**src/rtl/wb_stage_pkg.sv**
```systemverilog
// Shared definitions for the writeback stage.
//   - Load type codes presented by MEM with each load.
//   - Writeback FSM state encoding.
package mycpu_defs;

  localparam logic [2:0] LOAD_LW  = 3'd0;
  localparam logic [2:0] LOAD_LB  = 3'd1;
  localparam logic [2:0] LOAD_LBU = 3'd2;
  localparam logic [2:0] LOAD_LH  = 3'd3;
  localparam logic [2:0] LOAD_LHU = 3'd4;

  typedef enum logic {
    StIdle = 1'b0,
    StWait = 1'b1
  } wb_state_e;

endpackage

```
**src/rtl/wb_stage_if.sv**
```systemverilog
// Bundle of the writeback stage's handshake, data-bus and result signals.
//   slave  : the writeback stage's view (MEM inputs, bus read data in; RF/debug out)
//   master : the surrounding pipeline's view
interface wb_stage_if #(
  parameter int unsigned DATA_W  = 32,
  parameter int unsigned RADDR_W = 5
);

  // MEM -> WB handshake and instruction fields
  logic               in_valid;
  logic               in_ready;
  logic [31:0]        in_pc;
  logic               in_wen;
  logic [RADDR_W-1:0] in_waddr;
  logic [DATA_W-1:0]  in_alu_result;
  logic               in_is_load;
  logic [2:0]         in_load_type;
  logic [1:0]         in_addr_lo;

  // Data-bus read return
  logic               data_ok;
  logic [DATA_W-1:0]  rdata;

  // Register-file write port and hazard info
  logic               rf_wen;
  logic [RADDR_W-1:0] rf_waddr;
  logic [DATA_W-1:0]  rf_wdata;
  logic               load_pending;
  logic [RADDR_W-1:0] load_waddr;

  // SoC debug trace
  logic [31:0]        debug_wb_pc;
  logic [3:0]         debug_wb_rf_wen;
  logic [RADDR_W-1:0] debug_wb_rf_wnum;
  logic [DATA_W-1:0]  debug_wb_rf_wdata;

  modport slave (
    input  in_valid, in_pc, in_wen, in_waddr, in_alu_result, in_is_load, in_load_type,
           in_addr_lo, data_ok, rdata,
    output in_ready, rf_wen, rf_waddr, rf_wdata, load_pending, load_waddr, debug_wb_pc,
           debug_wb_rf_wen, debug_wb_rf_wnum, debug_wb_rf_wdata
  );

  modport master (
    output in_valid, in_pc, in_wen, in_waddr, in_alu_result, in_is_load, in_load_type,
           in_addr_lo, data_ok, rdata,
    input  in_ready, rf_wen, rf_waddr, rf_wdata, load_pending, load_waddr, debug_wb_pc,
           debug_wb_rf_wen, debug_wb_rf_wnum, debug_wb_rf_wdata
  );

endinterface

```
**src/rtl/wb_stage_load_ext.sv**
```systemverilog
// Load data extraction: selects the byte/halfword lane addressed by addr_lo and
// sign- or zero-extends it according to load_type. Purely combinational.
//   rdata     in  32  raw bus read data
//   load_type in  3   LOAD_* code
//   addr_lo   in  2   byte offset of the load address
//   ext_data  out 32  value to write to the register file
module load_ext
  import mycpu_defs::*;
(
  input  logic [31:0] rdata,
  input  logic [2:0]  load_type,
  input  logic [1:0]  addr_lo,
  output logic [31:0] ext_data
);

  logic [7:0]  byte_lane;
  logic [15:0] half_lane;

  // addr_lo[0] is ignored for halfwords; misaligned accesses never reach here.
  assign byte_lane = rdata[{addr_lo, 3'b000} +: 8];
  assign half_lane = addr_lo[1] ? rdata[31:16] : rdata[15:0];

  always_comb begin
    ext_data = rdata;
    case (load_type)
      LOAD_LB:  ext_data = {{24{byte_lane[7]}}, byte_lane};
      LOAD_LBU: ext_data = {24'h0, byte_lane};
      LOAD_LH:  ext_data = {{16{half_lane[15]}}, half_lane};
      LOAD_LHU: ext_data = {16'h0, half_lane};
      default:  ext_data = rdata;  // LW and undefined codes pass through
    endcase
  end

endmodule

```
**src/rtl/wb_stage.sv**
```systemverilog
// Writeback stage of the 5-stage MIPS pipeline.
// Retires one instruction per MEM handshake. Non-loads write their ALU result the
// next cycle; loads are parked in WAIT until data_ok returns the read data, which is
// then extended and written. All outputs except in_ready are registered so the
// negedge-writing register file sees stable values for the whole cycle.
//   clk    in  pipeline clock
//   resetn in  asynchronous active-low reset
//   bus    slave side of wb_stage_if (handshake, bus return, RF write, debug trace)
module wb_stage
  import mycpu_defs::*;
#(
  parameter int unsigned DATA_W   = 32,
  parameter int unsigned RADDR_W  = 5,
  parameter logic [31:0] RESET_PC = 32'hbfc00000
) (
  input logic       clk,
  input logic       resetn,
  wb_stage_if.slave bus
);

  wb_state_e state_q, state_d;

  // Latched fields of a load awaiting data
  logic [31:0]        ld_pc_q, ld_pc_d;
  logic [RADDR_W-1:0] ld_waddr_q, ld_waddr_d;
  logic               ld_wen_q, ld_wen_d;
  logic [2:0]         ld_type_q, ld_type_d;
  logic [1:0]         ld_addr_lo_q, ld_addr_lo_d;

  // Output registers
  logic               rf_wen_q, rf_wen_d;
  logic [RADDR_W-1:0] rf_waddr_q, rf_waddr_d;
  logic [DATA_W-1:0]  rf_wdata_q, rf_wdata_d;
  logic [31:0]        wb_pc_q, wb_pc_d;

  logic [31:0] ext_data;

  load_ext u_load_ext (
    .rdata     (bus.rdata),
    .load_type (ld_type_q),
    .addr_lo   (ld_addr_lo_q),
    .ext_data  (ext_data)
  );

  always_comb begin
    state_d      = state_q;
    ld_pc_d      = ld_pc_q;
    ld_waddr_d   = ld_waddr_q;
    ld_wen_d     = ld_wen_q;
    ld_type_d    = ld_type_q;
    ld_addr_lo_d = ld_addr_lo_q;
    rf_wen_d     = 1'b0;
    rf_waddr_d   = rf_waddr_q;
    rf_wdata_d   = rf_wdata_q;
    wb_pc_d      = wb_pc_q;

    unique case (state_q)
      StIdle: begin
        // data_ok here is stale/spurious and deliberately ignored.
        if (bus.in_valid) begin
          if (bus.in_is_load) begin
            ld_pc_d      = bus.in_pc;
            ld_waddr_d   = bus.in_waddr;
            ld_wen_d     = bus.in_wen;
            ld_type_d    = bus.in_load_type;
            ld_addr_lo_d = bus.in_addr_lo;
            state_d      = StWait;
          end else begin
            rf_wen_d   = bus.in_wen & (bus.in_waddr != '0);
            rf_waddr_d = bus.in_waddr;
            rf_wdata_d = bus.in_alu_result;
            wb_pc_d    = bus.in_pc;
          end
        end
      end
      StWait: begin
        if (bus.data_ok) begin
          rf_wen_d   = ld_wen_q & (ld_waddr_q != '0);
          rf_waddr_d = ld_waddr_q;
          rf_wdata_d = ext_data;
          wb_pc_d    = ld_pc_q;
          state_d    = StIdle;
        end
      end
      default: state_d = StIdle;
    endcase
  end

  always_ff @(posedge clk or negedge resetn) begin
    if (!resetn) begin
      state_q      <= StIdle;
      ld_pc_q      <= '0;
      ld_waddr_q   <= '0;
      ld_wen_q     <= 1'b0;
      ld_type_q    <= LOAD_LW;
      ld_addr_lo_q <= '0;
      rf_wen_q     <= 1'b0;
      rf_waddr_q   <= '0;
      rf_wdata_q   <= '0;
      wb_pc_q      <= RESET_PC;
    end else begin
      state_q      <= state_d;
      ld_pc_q      <= ld_pc_d;
      ld_waddr_q   <= ld_waddr_d;
      ld_wen_q     <= ld_wen_d;
      ld_type_q    <= ld_type_d;
      ld_addr_lo_q <= ld_addr_lo_d;
      rf_wen_q     <= rf_wen_d;
      rf_waddr_q   <= rf_waddr_d;
      rf_wdata_q   <= rf_wdata_d;
      wb_pc_q      <= wb_pc_d;
    end
  end

  assign bus.in_ready          = (state_q == StIdle);
  assign bus.load_pending      = (state_q == StWait);
  assign bus.load_waddr        = ld_waddr_q;
  assign bus.rf_wen            = rf_wen_q;
  assign bus.rf_waddr          = rf_waddr_q;
  assign bus.rf_wdata          = rf_wdata_q;
  assign bus.debug_wb_pc       = wb_pc_q;
  assign bus.debug_wb_rf_wen   = {4{rf_wen_q}};
  assign bus.debug_wb_rf_wnum  = rf_waddr_q;
  assign bus.debug_wb_rf_wdata = rf_wdata_q;

endmodule
```
**src/flat_wrapper.sv**
```systemverilog
// flat-port wrapper written by rule: the top's interface ports become plain ports
module wb_stage_flat import mycpu_defs::*;
#(
  parameter int unsigned DATA_W   = 32,
  parameter int unsigned RADDR_W  = 5,
  parameter logic [31:0] RESET_PC = 32'hbfc00000
)
  (clk, resetn, bus_in_valid, bus_in_pc, bus_in_wen, bus_in_waddr, bus_in_alu_result, bus_in_is_load, bus_in_load_type, bus_in_addr_lo, bus_data_ok, bus_rdata, bus_in_ready, bus_rf_wen, bus_rf_waddr, bus_rf_wdata, bus_load_pending, bus_load_waddr, bus_debug_wb_pc, bus_debug_wb_rf_wen, bus_debug_wb_rf_wnum, bus_debug_wb_rf_wdata);
  wb_stage_if #(.DATA_W(DATA_W), .RADDR_W(RADDR_W)) bus_i ();
  input logic clk;
  input logic resetn;
  input wire logic [$bits(bus_i.in_valid)-1:0] bus_in_valid;
  input wire logic [$bits(bus_i.in_pc)-1:0] bus_in_pc;
  input wire logic [$bits(bus_i.in_wen)-1:0] bus_in_wen;
  input wire logic [$bits(bus_i.in_waddr)-1:0] bus_in_waddr;
  input wire logic [$bits(bus_i.in_alu_result)-1:0] bus_in_alu_result;
  input wire logic [$bits(bus_i.in_is_load)-1:0] bus_in_is_load;
  input wire logic [$bits(bus_i.in_load_type)-1:0] bus_in_load_type;
  input wire logic [$bits(bus_i.in_addr_lo)-1:0] bus_in_addr_lo;
  input wire logic [$bits(bus_i.data_ok)-1:0] bus_data_ok;
  input wire logic [$bits(bus_i.rdata)-1:0] bus_rdata;
  output wire logic [$bits(bus_i.in_ready)-1:0] bus_in_ready;
  output wire logic [$bits(bus_i.rf_wen)-1:0] bus_rf_wen;
  output wire logic [$bits(bus_i.rf_waddr)-1:0] bus_rf_waddr;
  output wire logic [$bits(bus_i.rf_wdata)-1:0] bus_rf_wdata;
  output wire logic [$bits(bus_i.load_pending)-1:0] bus_load_pending;
  output wire logic [$bits(bus_i.load_waddr)-1:0] bus_load_waddr;
  output wire logic [$bits(bus_i.debug_wb_pc)-1:0] bus_debug_wb_pc;
  output wire logic [$bits(bus_i.debug_wb_rf_wen)-1:0] bus_debug_wb_rf_wen;
  output wire logic [$bits(bus_i.debug_wb_rf_wnum)-1:0] bus_debug_wb_rf_wnum;
  output wire logic [$bits(bus_i.debug_wb_rf_wdata)-1:0] bus_debug_wb_rf_wdata;
  assign bus_i.in_valid = bus_in_valid;
  assign bus_i.in_pc = bus_in_pc;
  assign bus_i.in_wen = bus_in_wen;
  assign bus_i.in_waddr = bus_in_waddr;
  assign bus_i.in_alu_result = bus_in_alu_result;
  assign bus_i.in_is_load = bus_in_is_load;
  assign bus_i.in_load_type = bus_in_load_type;
  assign bus_i.in_addr_lo = bus_in_addr_lo;
  assign bus_i.data_ok = bus_data_ok;
  assign bus_i.rdata = bus_rdata;
  assign bus_in_ready = bus_i.in_ready;
  assign bus_rf_wen = bus_i.rf_wen;
  assign bus_rf_waddr = bus_i.rf_waddr;
  assign bus_rf_wdata = bus_i.rf_wdata;
  assign bus_load_pending = bus_i.load_pending;
  assign bus_load_waddr = bus_i.load_waddr;
  assign bus_debug_wb_pc = bus_i.debug_wb_pc;
  assign bus_debug_wb_rf_wen = bus_i.debug_wb_rf_wen;
  assign bus_debug_wb_rf_wnum = bus_i.debug_wb_rf_wnum;
  assign bus_debug_wb_rf_wdata = bus_i.debug_wb_rf_wdata;
  wb_stage #(.DATA_W(DATA_W), .RADDR_W(RADDR_W), .RESET_PC(RESET_PC)) u_core (.clk(clk), .resetn(resetn), .bus(bus_i));
endmodule
```
**config.mk**
```make
export PLATFORM = sky130hd
export DESIGN_NAME = wb_stage_flat
export DESIGN_NICKNAME = d
export VERILOG_FILES = /design/src/rtl/wb_stage_pkg.sv /design/src/rtl/wb_stage_if.sv /design/src/rtl/wb_stage_load_ext.sv /design/src/rtl/wb_stage.sv /design/src/flat_wrapper.sv
export SDC_FILE = /design/constraint.sdc
export NUM_CORES = 1
export LEC_CHECK = 0
export ABC_AREA = 1
export CAP_MARGIN = 20
export CORE_MARGIN = 1
export CORE_UTILIZATION = 46
export CTS_BUF_LIST = sky130_fd_sc_hd__clkbuf_4 sky130_fd_sc_hd__clkbuf_8
export DETAILED_ROUTE_END_ITERATION = 6
export PLACE_DENSITY = 0.91
export SLEW_MARGIN = 0
export SYNTH_ARGS = -nofsm -noshare
export SYNTH_HDL_FRONTEND = slang
export SYNTH_SLANG_ARGS = --single-unit
```
**constraint.sdc**
```tcl
create_clock -name clk -period 1.5 [get_ports clk]
set_clock_uncertainty 0.05 [all_clocks]
set_input_delay 0.15 -clock clk [delete_from_list [all_inputs] [get_ports clk]]
set_output_delay 0.15 -clock clk [all_outputs]
set_load 0.01 [all_outputs]
```
==> flow_summary.yaml <==
run_status:
  outcome: "finished, violations left"
  violations: "negative setup slack"
synthesis:
  count_of_state_elements_after_synthesis: 114
  yosys-mux-area-fraction: 0.06203
  proportion_of_synthesized_chip_area_in_sequential_cells: 0.4640
  synth-adder-area-share: 0
  synth.lib_cells_used.distinct: 28
  synth_warnings: 0
  synth-compound-area-share: 0.09832
  synth_top_family_by_area: "simple AND/OR/NAND/NOR gates"
  mappedNetlistArea_um2: 6172
  synthSimpleGateAreaFrac: 0.2605
  syn_avg_cell_area_um2: 7.913
  netlist_instances: 780
  synth-xor-area-share: 0
  mappedNetlistNets: 892
grt:
  grt_usage: 0.2873
  grt_antenna_before_repair: 0
  grt_pass1_wl_um: 31190
  number_of_global_route_vias_before_repair: 6143
  grt_overflow: 0
  largest_net_degree_at_the_start_of_global_routing: 53
route:
  detailedRoute.firstPassIterationCount: 6
  postRouteAntennaNets: 0
  drt-initial-drc-count: 437
  dr_total_vias: 6594
  routed-wl-met2_um: 11450
  routedLengthMet1_um: 8002
  detailroute.wirelength.met3_um: 2261
  vias_per_cell: 5.463
  routed_wire_length_per_instance_um: 18.72
  drt-total-wl_um: 22590
  routed.top_layer: "met4"
  total_drc_errors_in_the_routed_layout: 0
worst_setup_path:
  worst_r2r_endpoint: "u_core.bus.debug_wb_rf_wdata[12]"
  timing.critical_path.slowest_cell_delay_ps: 430
  critical_path.reg2reg.startpoint: "u_core.bus.load_pending"
  timing.reg2reg.worst_path_depth: 8
  worstPathMaxFanout: 7
  timing.reg2reg.setup_slack_ps: -120
  worstSetupStartpoint: "u_core.bus.load_pending"
  crit_chain: "buf_8, nor2_2, nand2_2, nand2_8, clkinv_8, clkbuf_16, a21oi_4, a21oi_1"
  cpMaxStageDelayCell: "dfrtp_2"
  cp.required_ps: 1790
  crit_path_start_kind: "register"
  critical_path.endpoint_type: "register"
  critical_path.n_buffers_inverters: 3
  criticalPathCategory: "reg -> reg"
  cp_top_family: "flip-flops"
  arrival_ps: 1910
cts:
  cts-root-buf: "clkbuf_8"
  clk-insertion-delay-late_ps: 460
  cts_sinks: 114
  tritoncts.num_buffers: 17
  clkTransAtPathRegs_ps: 80
  clock_path_buffers: 2
  cts_tree: "done"
  clock_tree.htree_level_count: 4
die:
  floorplan.core_area_um2: 12820
  rows: 41
  boundaryPins: 230
  floorplan.die.width_um: 117.8
  floorplan.die_area_um2: 13890
  floorplan.initialDensity: 0.4813
  fp.dieH_um: 117.8
timing:
  final-setup-viol-count: 103
  max_clock_freq_mhz: 618.9
  fin_crit_ps: 1616
  finalHoldViolCount: 0
  finalCritPeriodShare: 1.077
  layout_setup_ws_ps: -115.8
  report.final.slew_viol_count: 0
  slew-limit-headroom: 0.7162
  worst_hold_slack_ps: 118.0
  worst_pin_slew_ps: 425.7
  setup_tns_ps: -3342
  grt_setup_unrepaired: "true"
placed_design:
  routabilityCongestion: 0.9180
  numPortBuffers: 229
  hpwlAfterDp_um: 13380
hold_path:
  hp-class: "in -> async"
final_layout:
  nets: 1134
  diodes: 0
  multiInputGateArea_um2: 2791
  mostFrequentLayoutCells: "nand2_1 (237), clkdlybuf4s50_1 (110), dlygate4sd2_1 (110)"
  n_fill_cell: 879
  layout_commonest_cell: "nand2_1"
  area_delta_synth_final_pct: 56.84
  seq_area_um2: 2870
  post_route_cells_drive_above_1_share: 0.2184
  final_core_utilization: 0.7548
pwr:
  vdd_ir_drop_max_uv: 908.5
  static-leakage-power_nw: 4.586
  power_density_nw_per_um2: 1334
run:
  maxCapViolCount: 0
metrics by stage:
stage / total power, mW / instance area (µm²) / setup WS (ps) / instances
after floorplan: 7.032 / 6172 / 43.66 / 780
after global placement: 9.234 / 8511 / -31.80 / 1132
after detailed placement: 9.373 / 8511 / -124.0 / 1132
after CTS: 12.20 / 8949 / -54.32 / 1174
after global routing: 13.54 / 9681 / -149.0 / 1207
final: 12.91 / 9681 / -115.8 / 1207
sequential cells by signal (all words and copies together) (netlist names):
signal                        count
u_core.bus.debug_wb_pc           32
u_core.bus.debug_wb_rf_wdata     32
u_core.ld_pc_q                   32
u_core.bus.debug_wb_rf_wnum       5
u_core.bus.load_waddr             5
u_core.ld_type_q                  3
u_core.ld_addr_lo_q               2
u_core.bus.load_pending           1
u_core.bus.rf_wen                 1
u_core.ld_wen_q                   1
cell families after synthesis:
kind of cell           Yosys count
DFF                            114
AOI/OAI and AO/OA              111
muxes                           34
and+or+nand+nor                390
buffers and inverters          131
cell type report:
class / count / share of cell area
tap: 172 / 0.02223
timing repair buffer: 310 / 0.3269
clock buffer: 25 / 0.03425
sequential: 114 / 0.2965
clock inverter: 7 / 0.01241
inverter: 44 / 0.01939
multi-input combinational: 535 / 0.2884
Yosys cell counts, drive strengths merged:
cell,n,share of area
clkbuf,18,0.011
nand3,36,0.035
dfrtp,105,0.43
nor3,2,0.0016
nand2,258,0.16
buf,69,0.077
a31oi,37,0.038
mux2,34,0.062
o21ai,49,0.040
nand4,9,0.0091
a21oi,23,0.019
dfstp,9,0.038
nor2,85,0.054
o31ai,1,0.0012
inv,44,0.027
o211ai,1,0.0012
power breakdown:
part	switching [mW]	total, mW	internal (mW)
registers	0.561	4.45	3.89
logic	2.67	5.18	2.51
clock network	1.33	3.29	1.95
total	4.56	12.9	8.35
repair_timing:
action	4_1_cts	5_1_grt
setup buffers	8	18
setup endpoints to repair	118	75
endpoints found under the hold margin	106	0
gates resized for setup	138	102
pin swaps	0	35
gates cloned	1	15
hold buffers	1	0
per-layer routing:
layer  track usage  up-vias
met2        0.4926      408
li1              -     2973
met3       0.09351       86
met1        0.3260     3127
met5             0        -
met4        0.1250        0
worst max path at each step:
stage          slack (ps)                               end  depth (start not counted)
3_5_place_dp         -120         u_core.bus.debug_wb_pc[8]                          7
5_1_grt              -150  u_core.bus.debug_wb_rf_wdata[12]                          8
4_1_cts               -50        u_core.bus.debug_wb_pc[22]                          7
6_report             -120  u_core.bus.debug_wb_rf_wdata[12]                          8
2_1_floorplan          40          u_core.bus.load_waddr[2]                          5
3_3_place_gp          -30   u_core.bus.debug_wb_rf_wdata[0]                          9
Note: power is estimated with default switching activity, not from simulation.
